File: src/rtl/alarm_clock_multi_pkg.sv
// clock_pkg: shared time-field widths and limits, plus the alarm channel state encoding.
// The SNOOZED state exists only when ALARM_CLOCK_SNOOZE_EN is defined.
package clock_pkg;
    localparam int HH_W   = 5;
    localparam int MM_W   = 6;
    localparam int SS_W   = 6;
    localparam int TIME_W = 17;

    localparam logic [HH_W-1:0] HH_MAX = 5'd23;
    localparam logic [MM_W-1:0] MM_MAX = 6'd59;
    localparam logic [SS_W-1:0] SS_MAX = 6'd59;

`ifdef ALARM_CLOCK_SNOOZE_EN
    typedef enum logic [1:0] {CH_IDLE, CH_RINGING, CH_SNOOZED} ch_state_e;
`else
    typedef enum logic {CH_IDLE, CH_RINGING} ch_state_e;
`endif
endpackage

File: src/rtl/alarm_clock_multi_channel.sv
// alarm_channel: one alarm register set, its ring/snooze FSM and second counters.
// Snooze support is built only when ALARM_CLOCK_SNOOZE_EN is defined.
module alarm_channel
    import clock_pkg::*;
#(
    parameter int RING_SECS   = 60,
    parameter int SNOOZE_MINS = 5
) (
    input  logic                 clk,
    input  logic                 rst,
    input  logic                 wr,
    input  logic [HH_W+MM_W-1:0] wr_hhmm,
    input  logic                 wr_en,
    input  logic                 tick,
    input  logic                 min_tick,
    input  logic [HH_W+MM_W-1:0] tick_hhmm,
    input  logic                 ack,
    input  logic                 snooze,
    output logic                 ring
);
    localparam int RC_W = $clog2(RING_SECS + 1);
    localparam logic [RC_W-1:0] RING_LAST = RC_W'(RING_SECS - 1);

    ch_state_e              state, state_nx;
    logic [RC_W-1:0]        ring_cnt, ring_cnt_nx;
    logic [HH_W+MM_W-1:0]   alarm_hhmm;
    logic                   alarm_on;
    logic                   hit;

    // min_tick marks a tick that lands exactly on hh:mm:00; loads never produce it.
    assign hit  = alarm_on && min_tick && (tick_hhmm == alarm_hhmm);
    assign ring = (state == CH_RINGING);

`ifdef ALARM_CLOCK_SNOOZE_EN
    localparam int SNZ_TICKS = SNOOZE_MINS * 60;
    localparam int SC_W = $clog2(SNZ_TICKS + 1);
    localparam logic [SC_W-1:0] SNZ_LAST = SC_W'(SNZ_TICKS - 1);

    logic [SC_W-1:0] snz_cnt, snz_cnt_nx;

    always_ff @(posedge clk or posedge rst) begin
        if (rst) snz_cnt <= '0;
        else     snz_cnt <= snz_cnt_nx;
    end
`else
    logic unused_snooze;
    localparam int UNUSED_SNOOZE_MINS = SNOOZE_MINS;
    assign unused_snooze = snooze;
`endif

    always_ff @(posedge clk or posedge rst) begin
        if (rst) begin
            state      <= CH_IDLE;
            ring_cnt   <= '0;
            alarm_hhmm <= '0;
            alarm_on   <= 1'b0;
        end else begin
            state    <= state_nx;
            ring_cnt <= ring_cnt_nx;
            if (wr) begin
                alarm_hhmm <= wr_hhmm;
                alarm_on   <= wr_en;
            end
        end
    end

    always_comb begin
        state_nx    = state;
        ring_cnt_nx = ring_cnt;
`ifdef ALARM_CLOCK_SNOOZE_EN
        snz_cnt_nx  = snz_cnt;
`endif
        if (wr) begin
            state_nx = CH_IDLE;
        end else begin
            case (state)
                CH_IDLE: begin
                    if (hit) begin
                        state_nx    = CH_RINGING;
                        ring_cnt_nx = '0;
                    end
                end
                CH_RINGING: begin
                    if (ack) begin
                        state_nx = CH_IDLE;
`ifdef ALARM_CLOCK_SNOOZE_EN
                    end else if (snooze) begin
                        state_nx   = CH_SNOOZED;
                        snz_cnt_nx = '0;
`endif
                    end else if (tick) begin
                        if (ring_cnt == RING_LAST) state_nx = CH_IDLE;
                        else                       ring_cnt_nx = ring_cnt + 1'b1;
                    end
                end
`ifdef ALARM_CLOCK_SNOOZE_EN
                CH_SNOOZED: begin
                    if (ack) begin
                        state_nx = CH_IDLE;
                    end else if (tick) begin
                        if (snz_cnt == SNZ_LAST) begin
                            state_nx    = CH_RINGING;
                            ring_cnt_nx = '0;
                        end else begin
                            snz_cnt_nx = snz_cnt + 1'b1;
                        end
                    end
                end
`endif
                default: state_nx = CH_IDLE;
            endcase
        end
    end
endmodule

File: src/rtl/alarm_clock_multi.sv
// alarm_clock_multi: time-of-day counter with NUM_ALARMS independent alarm channels.
// Define ALARM_CLOCK_SNOOZE_EN to build per-channel snooze support.
module alarm_clock_multi
    import clock_pkg::*;
#(
    parameter int CLKS_PER_SEC = 1,
    parameter int NUM_ALARMS   = 4,
    parameter int RING_SECS    = 60,
    parameter int SNOOZE_MINS  = 5,
    localparam int IDX_W = (NUM_ALARMS > 1) ? $clog2(NUM_ALARMS) : 1
) (
    input  logic                  clk,
    input  logic                  rst,
    input  logic                  time_load,
    input  logic [TIME_W-1:0]     time_in,
    input  logic                  alarm_wr,
    input  logic [IDX_W-1:0]      alarm_idx,
    input  logic [HH_W+MM_W-1:0]  alarm_hhmm,
    input  logic                  alarm_en,
    input  logic [NUM_ALARMS-1:0] ack,
    input  logic [NUM_ALARMS-1:0] snooze,
    output logic [TIME_W-1:0]     time_out,
    output logic                  sec_tick,
    output logic                  load_err,
    output logic [NUM_ALARMS-1:0] alarm_ring
);
    localparam int PS_W = (CLKS_PER_SEC > 1) ? $clog2(CLKS_PER_SEC) : 1;
    localparam logic [PS_W-1:0] PS_LAST = PS_W'(CLKS_PER_SEC - 1);

    logic [PS_W-1:0] ps_cnt;
    logic [HH_W-1:0] hh, hh_nx;
    logic [MM_W-1:0] mm, mm_nx;
    logic [SS_W-1:0] ss, ss_nx;
    logic            load_ok, wr_ok, ps_wrap, tick_now, min_tick;

    assign load_ok  = time_load && (time_in[16:12] <= HH_MAX) &&
                      (time_in[11:6] <= MM_MAX) && (time_in[5:0] <= SS_MAX);
    assign wr_ok    = alarm_wr && (alarm_hhmm[10:6] <= HH_MAX) &&
                      (alarm_hhmm[5:0] <= MM_MAX) && (int'(alarm_idx) < NUM_ALARMS);
    assign ps_wrap  = (ps_cnt == PS_LAST);
    // A valid load restarts the second, so a tick in the same cycle is dropped.
    assign tick_now = ps_wrap && !load_ok;
    assign min_tick = tick_now && (ss_nx == '0);
    assign time_out = {hh, mm, ss};

    always_comb begin
        hh_nx = hh;
        mm_nx = mm;
        ss_nx = ss + 1'b1;
        if (ss == SS_MAX) begin
            ss_nx = '0;
            mm_nx = mm + 1'b1;
            if (mm == MM_MAX) begin
                mm_nx = '0;
                hh_nx = (hh == HH_MAX) ? '0 : hh + 1'b1;
            end
        end
    end

    always_ff @(posedge clk or posedge rst) begin
        if (rst) begin
            ps_cnt   <= '0;
            hh       <= '0;
            mm       <= '0;
            ss       <= '0;
            sec_tick <= 1'b0;
            load_err <= 1'b0;
        end else begin
            sec_tick <= tick_now;
            load_err <= (time_load && !load_ok) || (alarm_wr && !wr_ok);
            if (load_ok) begin
                ps_cnt       <= '0;
                {hh, mm, ss} <= time_in;
            end else begin
                ps_cnt <= ps_wrap ? '0 : ps_cnt + 1'b1;
                if (ps_wrap) begin
                    hh <= hh_nx;
                    mm <= mm_nx;
                    ss <= ss_nx;
                end
            end
        end
    end

    for (genvar i = 0; i < NUM_ALARMS; i++) begin : g_ch
        alarm_channel #(
            .RING_SECS  (RING_SECS),
            .SNOOZE_MINS(SNOOZE_MINS)
        ) u_ch (
            .clk      (clk),
            .rst      (rst),
            .wr       (wr_ok && (alarm_idx == IDX_W'(i))),
            .wr_hhmm  (alarm_hhmm),
            .wr_en    (alarm_en),
            .tick     (tick_now),
            .min_tick (min_tick),
            .tick_hhmm({hh_nx, mm_nx}),
            .ack      (ack[i]),
            .snooze   (snooze[i]),
            .ring     (alarm_ring[i])
        );
    end
endmodule

File: config.mk
export PLATFORM = sky130hd
export DESIGN_NAME = alarm_clock_multi
export DESIGN_NICKNAME = d
export VERILOG_FILES = /design/src/rtl/alarm_clock_multi_pkg.sv /design/src/rtl/alarm_clock_multi_channel.sv /design/src/rtl/alarm_clock_multi.sv
export SDC_FILE = /design/constraint.sdc
export NUM_CORES = 1
export LEC_CHECK = 0
export ABC_CLOCK_PERIOD_IN_PS = 6800
export BUFFER_PORTS_ARGS = -buffer_cell sky130_fd_sc_hd__buf_2
export CORE_ASPECT_RATIO = 1.5
export CORE_MARGIN = 2
export CORE_UTILIZATION = 63
export DETAILED_ROUTE_END_ITERATION = 7
export PLACE_DENSITY = 0.84
export SYNTH_ARGS = -nofsm -noshare
export SYNTH_HDL_FRONTEND = slang
export SYNTH_SLANG_ARGS = --single-unit
File: constraint.sdc
create_clock -name clk -period 6.8 [get_ports clk]
set_clock_uncertainty 0.2 [all_clocks]
set_input_delay 0.34 -clock clk [delete_from_list [all_inputs] [get_ports clk]]
set_output_delay 0.34 -clock clk [all_outputs]
set_load 0.05 [all_outputs]
== Word-level counts from Yosys, hierarchy flattened ==
Index checks and enable logic that the tools add are counted.
Word-level totals
  RAM bits: 0
  bits of input ports: 43
  bits in registers: 96
  output and inout bits: 23
  memories kept: 0
  bits in latches: 0
  logic and storage cells: 163
  ROM bits: 0
Cells by class
  order comparisons: 5
  reduce and logical (&&, ||, !) cells: 30
  multiply operators: 0
  $add $sub $neg: 8
  bitwise gates (word level): 9
  equal/unequal tests: 31
  mux-type cells: 58
  shift-type cells: 0
  div/mod/pow operators: 0
Operator list (number)
  $mux 6: 23
  $pmux 6 s2: 4
  $eq 11x11->1: 4
  $add 6x1->6 const B: 6
  $eq 6x6->1 const B: 6
  $mux 5: 5
  $ne 2x2->1 const B: 12
  $mux 1: 22
  $logic_and 1x1->1: 21
  $reduce_and 5->1: 4
  $le 6x6->1 const B: 3
  $le 5x5->1 const B: 2
  $ne 2x1->1 const B: 5
  $not 1->1: 9
  $pmux 1 s2: 4
  $logic_not 6->1: 1
  $add 5x1->5 const B: 1
  $eq 5x5->1 const B: 1
  $eq 2x2->1 const B: 2
  $eq 2x1->1 const B: 1
  $logic_not 1->1: 2
  $logic_not 2->1: 1
  $add 1x1->1 const B: 1
  $logic_or 1x1->1: 1

== Logic depth before layout (Yosys ltp) ==
  word-level depth: 12
  depth in mapped cells: 12
  mapped depth without buffers: 9

== Cells and area by module ==
From an unflattened synthesis, not the netlist that was laid out.
Unflattened totals
  cells, all modules: 498
  area, all modules: 5332.6 um^2
By module, submodules not included
  alarm_channel: sequential area each 475.5 um^2, cells each 89, times used 4, area each 999.7 um^2
  alarm_clock_multi: sequential area each 475.5 um^2, cells each 142, times used 1, area each 1333.8 um^2

== Worst setup path after synthesis ==
Ideal clock, no wire load.
  path type: register -> register
  start: register ss[0]
  end: register g_ch[3].u_ch.ring_cnt[4]
  required time: 6479 ps
  period minus slack after synthesis: 3788 ps
  path buffers: 2
  setup slack: 3012 ps
  stages on the path, launching flop included: 12
  arrival time: 3467 ps
  library setup time: 121 ps
  cell sequence: dfrtp_1 -> ha_1 -> buf_4 -> nand3b_1 -> buf_2 -> nor4_2 -> mux2_2 -> a2111oi_0 -> nand3_1 -> o21bai_1 -> nand2_1 -> a22o_1
Between the ends
  word-level cells in the longest chain between the ends: 8
RTL lines
  start: declaration: line alarm_clock_multi.sv:33  | logic [SS_W-1:0] ss, ss_nx;
  start signal: assignment: line alarm_clock_multi.sv:73  | {hh, mm, ss} <= time_in;
  start signal: assignment: line alarm_clock_multi.sv:79  | ss <= ss_nx;
  $add 6x1->6 or $eq 6x6->1 (tied branches): line alarm_clock_multi.sv:49, alarm_clock_multi.sv:50
  $mux 6: line alarm_clock_multi.sv:50  | if (ss == SS_MAX) begin
  $logic_not 6->1: line alarm_clock_multi.sv:43  | assign min_tick = tick_now && (ss_nx == '0);
  $logic_and 1x1->1: line alarm_clock_multi.sv:43
  $logic_and 1x1->1: line alarm_clock_multi_channel.sv:31  | assign hit = alarm_on && min_tick && (tick_hhmm == alarm_hhmm);
  $logic_and 1x1->1 (*): line alarm_clock_multi_channel.sv:31
  $ne 2x1->1 (no source line) (*)
  $reduce_and 5->1 (no source line) (*)
  end signal: assignment: line alarm_clock_multi_channel.sv:59  | ring_cnt <= ring_cnt_nx;
  end: declaration: line alarm_clock_multi_channel.sv:25  | logic [RC_W-1:0] ring_cnt, ring_cnt_nx;
Mark *: on every way between the ends. The rest lies on a longest branch, timed or not.
A chain may end at the register's enable or synchronous reset.

== Worst setup path in the final report ==
  start: register ss[0]
  end: register g_ch[1].u_ch.ring_cnt[1]
Between the ends
  word-level cells in the longest chain between the ends: 8
RTL lines (line)
  $add 6x1->6 or $eq 6x6->1 (tied branches): alarm_clock_multi.sv:49, alarm_clock_multi.sv:50
  $mux 6: alarm_clock_multi.sv:50
  $logic_not 6->1: alarm_clock_multi.sv:43
  $logic_and 1x1->1: alarm_clock_multi.sv:43
  $logic_and 1x1->1: alarm_clock_multi_channel.sv:31
  $logic_and 1x1->1 (*): alarm_clock_multi_channel.sv:31
  $ne 2x1->1 (no source line) (*)
  $reduce_and 5->1 (no source line) (*)
  end signal: assignment: alarm_clock_multi_channel.sv:59
  end: declaration: alarm_clock_multi_channel.sv:25
Marks and branches as above.

==> impl_summary.md <==
Status
The run finished with clean final reports.

Logic synthesis
Of the total synthesized cell area, the portion taken by AND, OR, NAND and NOR gates is 21.6%. In this run, synthesis produced a sequential element count of 95. After synthesis, the cell types taking the most area are sky130_fd_sc_hd__dfrtp_1, sky130_fd_sc_hd__mux2_2, sky130_fd_sc_hd__nand2_1. The synthesized netlist devotes 4.40% of its cell area to XOR and XNOR gates. Synthesis instantiated 76 different standard cells from the library. The share of synthesized area spent on multiplexers is 11.6%. The warning count from the yosys run is 0. The register area share after synthesis is 40.4%. The complex-gate fraction of the synthesized area is 16.2%. The synthesized netlist occupies a cell area of 5890 um^2. The number of nets handed over by synthesis was 660. The average size of a mapped cell is 9.66 um^2. The number of synthesized flops with an enable pin is 0. The biggest area contributor in the post-synthesis netlist is sky130_fd_sc_hd__dfrtp_1.

The share of async-settable or async-resettable flops after synthesis is 100%. The post-synthesis share of cell area spent on full adders, half adders and majority gates is 1.70%. The instance count of the mapped netlist is 609. The dominant synthesized flop cell is sky130_fd_sc_hd__dfrtp_1.

By area, the combinational part of the netlist is dominated by simple AND/OR/NAND/NOR gates. Summed over its instances, the top area cell type makes up 40.4% of the synthesized netlist area.

Clock network
The number of sinks driven by the clock tree is 95. The total of cells resized after clock tree synthesis is 0. The clock tree from TritonCTS is done. The later-pin clock latency in the skew report is 0.35 ns. In this run, CTS created clock tree buffers numbering 9. The clock root buffer master is sky130_fd_sc_hd__clkbuf_16.

The number of buffers on the longest clock path is 2. The register clock-pin slew on the reported worst setup and hold paths is 0.07 ns. The number of H-tree levels is 3.

Place
Routability-driven placement finished with a final weighted congestion of 0.996. The count of buffers added on input and output ports is 61. The number of placed instances, taps included, is 752. The HPWL after detailed placement is 11600 um.

The post-placement setup slack is 2.23 ns.

Worst setup path
The number of stages on the worst setup path is 9. In this design, the stage delay of the slowest critical-path cell is 0.79 ns. Data on the critical path is required at its endpoint by 6.87 ns.

For this design, the slowest cell found on the critical path is sky130_fd_sc_hd__or4_1. The sort of element at the end of the critical path is a flop. The arrival time reported for the critical path endpoint is 4.70 ns. The type of the worst setup path is reg2reg.

The worst register-to-register path has a depth of 9. The cell family contributing the most delay on the critical path is simple AND/OR/NAND/NOR gates. The kind of start point of the critical path is a flop.

The critical path goes through ha_1, nand3b_1, or4_1, nand4_1, or4b_1, nor4_1, or4b_4, o21ai_4, mux2i_1. Together, buffers and inverters on the worst path number 0. The top fanout value on the critical path is 23.

STA
In the finished design, the share of the clock period the worst path needs comes to 68.1%. Derived from the worst setup path, the maximum achievable clock frequency is 216 MHz. The actual slew at the worst max-slew pin is 0.899 ns. The final number of hold-violating endpoints came to 0.

The final setup violation count is 0. The worst path needs 4.63 ns of the cycle, external delays included. The worst pin sits at a relative slew slack of 39.9%. The final number of max-transition violations came to 0. The post-layout worst setup margin is 2.17 ns. Setup repair after global routing left no endpoint under its margin. The final total negative setup slack is 0 ns.

Routing
After detailed routing, the number of vias per cell comes to 6.66. The sum of routed wire length over all layers is 15600 um. The post-route met1 wirelength is 6140 um. In the routed design, unresolved DRC markers number 0.

Routed signal wires occupy layers up through met4. The length of the first detailed-routing pass in iterations is 8. The number of nets with antenna violations after detailed routing is 0.

After detailed routing, the met3 layer carries 777 um of wire. The first routing iteration left 501 violations. The routed layout has 5131 vias. In the final routed layout, each cell accounts on average for 20.2 um. The routed design uses 7890 um of met2 wire.

Power
In this run the static leakage power is 2.73 nW. The combinational cell fraction of total power is 32.0%. The fraction of power consumed by the clock network is 26.2%.

The switching power of the nets is 0.720 mW. The internal power of the cells totals 1.19 mW. VDD sags by at most 0.203 mV. The sequential share of power is 41.8%. In this run switching power makes up 37.8% of total power. The power density of the placed cells is 292 nW/um^2.

Global route
The total overflow reported by the global router is 0. The number of antenna violations at the first check in global routing came to 0. The first-pass GRT wire length is 25200 um.

The overall global routing resource usage is 31.4%. The via count of the first global-routing pass is 4997. The pin count of the biggest net entering global routing is 58.

Layout
The layout overhead on the synthesized area is 10.7%. The final non-filler cell total is 770. The fraction of layout instances using a drive strength above 1 is 21.7%. The diode insertion count for antenna repair is 0. The layout has 730 filler cells. The final net count is 705.

The top cell types in the final layout, fill and taps aside, are sky130_fd_sc_hd__dfrtp_1, sky130_fd_sc_hd__buf_2, sky130_fd_sc_hd__mux2_2. Leaving out fill and tap cells, the most frequent cell in the layout is sky130_fd_sc_hd__dfrtp_1.

Floorplanning
66 I/O pins were placed. The effective utilization at floorplan is 64.4%. The area of the placeable core is 9150 um^2. The horizontal extent of the die is 82.9 um. The die covers 10100 um^2.

Row generation in the floorplan step produced 43 rows. The die span in y is 122 um.

Worst hold path
Counting instances, the worst hold path has a depth of 3. The worst min-delay path class is in2reg.

Flow run
Max-cap violations in this run came to 0.
-- final cells by class --
class	count	area, um^2	share of cell area (%)
Clock buffer	12	246	3.78
Clock inverter	3	43.8	0.672
Inverter	22	83.8	1.29
Multi-Input combinational cell	459	3270	50.1
Sequential cell	95	2380	36.5
Tap cell	112	140	2.15
Timing Repair Buffer	67	358	5.49
-- worst register-to-register path, cell delays in order, from the launching register on --
cell                       delay [ns]
sky130_fd_sc_hd__dfrtp_1         0.43
sky130_fd_sc_hd__ha_1            0.40
sky130_fd_sc_hd__nand3b_1        0.67
sky130_fd_sc_hd__or4_1           0.80
sky130_fd_sc_hd__nand4_1         0.12
sky130_fd_sc_hd__or4b_1          0.53
sky130_fd_sc_hd__nor4_1          0.39
sky130_fd_sc_hd__or4b_4          0.56
sky130_fd_sc_hd__o21ai_4         0.24
sky130_fd_sc_hd__mux2i_1         0.22
-- Yosys cell counts (all sizes together), types with 8 or more instances --
master / n
or3: 9
ha: 8
a21oi: 26
nand2b: 13
o21ai: 27
clkbuf: 19
a31oi: 11
nor2b: 8
dfrtp: 95
nor2: 36
nand2: 40
mux2: 48
nor4: 10
inv: 22
xor2: 13
nand4: 19
nor3: 10
buf: 14
and3: 13
xnor2: 14
mux2i: 14
nand3: 29
-- timing repair --
item                                    4_1_cts  5_1_grt
endpoints found under the setup margin        0        0
endpoints found under the hold margin        40        0
hold buffers                                  3        0
buffers inserted                              0        0
-- through the flow --
stage               utilization [%]  area, um^2  power (mW)  hold slack, ns
global route                   71.2        6520        1.99          0.0578
detailed placement             67.7        6190        1.40           0.267
finish                         71.2        6520        1.91          0.0322
CTS                            71.2        6520        1.90          0.0280
floorplan                         -        5890        1.23           0.245
global placement               67.7        6190        1.38           0.253
-- cell families after synthesis --
| group | count (synthesis) |
|---|---|
| AO/OA/AOI/OAI | 135 |
| adder cells (fa/ha/maj) | 8 |
| flip-flops | 95 |
| AND/OR/NAND/NOR | 226 |
| XOR/XNOR | 28 |
| buffers and inverters | 55 |
| multiplexers | 62 |
-- state kept, by name, indices dropped and copies added (netlist names) --
signal and cells:
g_ch.u_ch.ring 4, load_err 1, mm 6, hh 5
g_ch.u_ch.ring_cnt 24, ss 6, sec_tick 1, g_ch.u_ch.alarm_hhmm 44
g_ch.u_ch.alarm_on 4
-- power groups by stage --
stage	registers (mW)	clock network [mW]	logic, mW
after floorplan	0.823	0	0.409
after global placement	0.792	0	0.583
after detailed placement	0.799	0	0.597
after CTS	0.792	0.503	0.602
after global routing	0.812	0.523	0.654
final	0.797	0.499	0.609
-- path summary, 6_finish.rpt --
path | end | slack (ns) | startpoint
setup / recovery | g_ch[1].u_ch.ring_cnt[1]$_DFFE_PP0P_ | 2.17 | ss[0]$_DFF_PP0_
hold / removal | ss[2]$_DFF_PP0_ | 0.03 | time_in[2]
setup reg to reg | g_ch[1].u_ch.ring_cnt[1]$_DFFE_PP0P_ | 2.17 | ss[0]$_DFF_PP0_
hold reg to reg | g_ch[1].u_ch.alarm_on$_DFFE_PP0P_ | 0.31 | g_ch[1].u_ch.alarm_on$_DFFE_PP0P_
max in group asynchronous | g_ch[1].u_ch.alarm_hhmm[6]$_DFFE_PP0P_ | 4.83 | rst
min in group asynchronous | mm[4]$_DFF_PP0_ | 0.42 | rst
-- metal layers --
layer  global-route usage, %  vias up
li1                        -     2366
met1                    37.9     2503
met2                    54.9      214
met3                    4.44       48
met4                    15.7        0
met5                       0        -
Power figures use the tool's default switching activity.
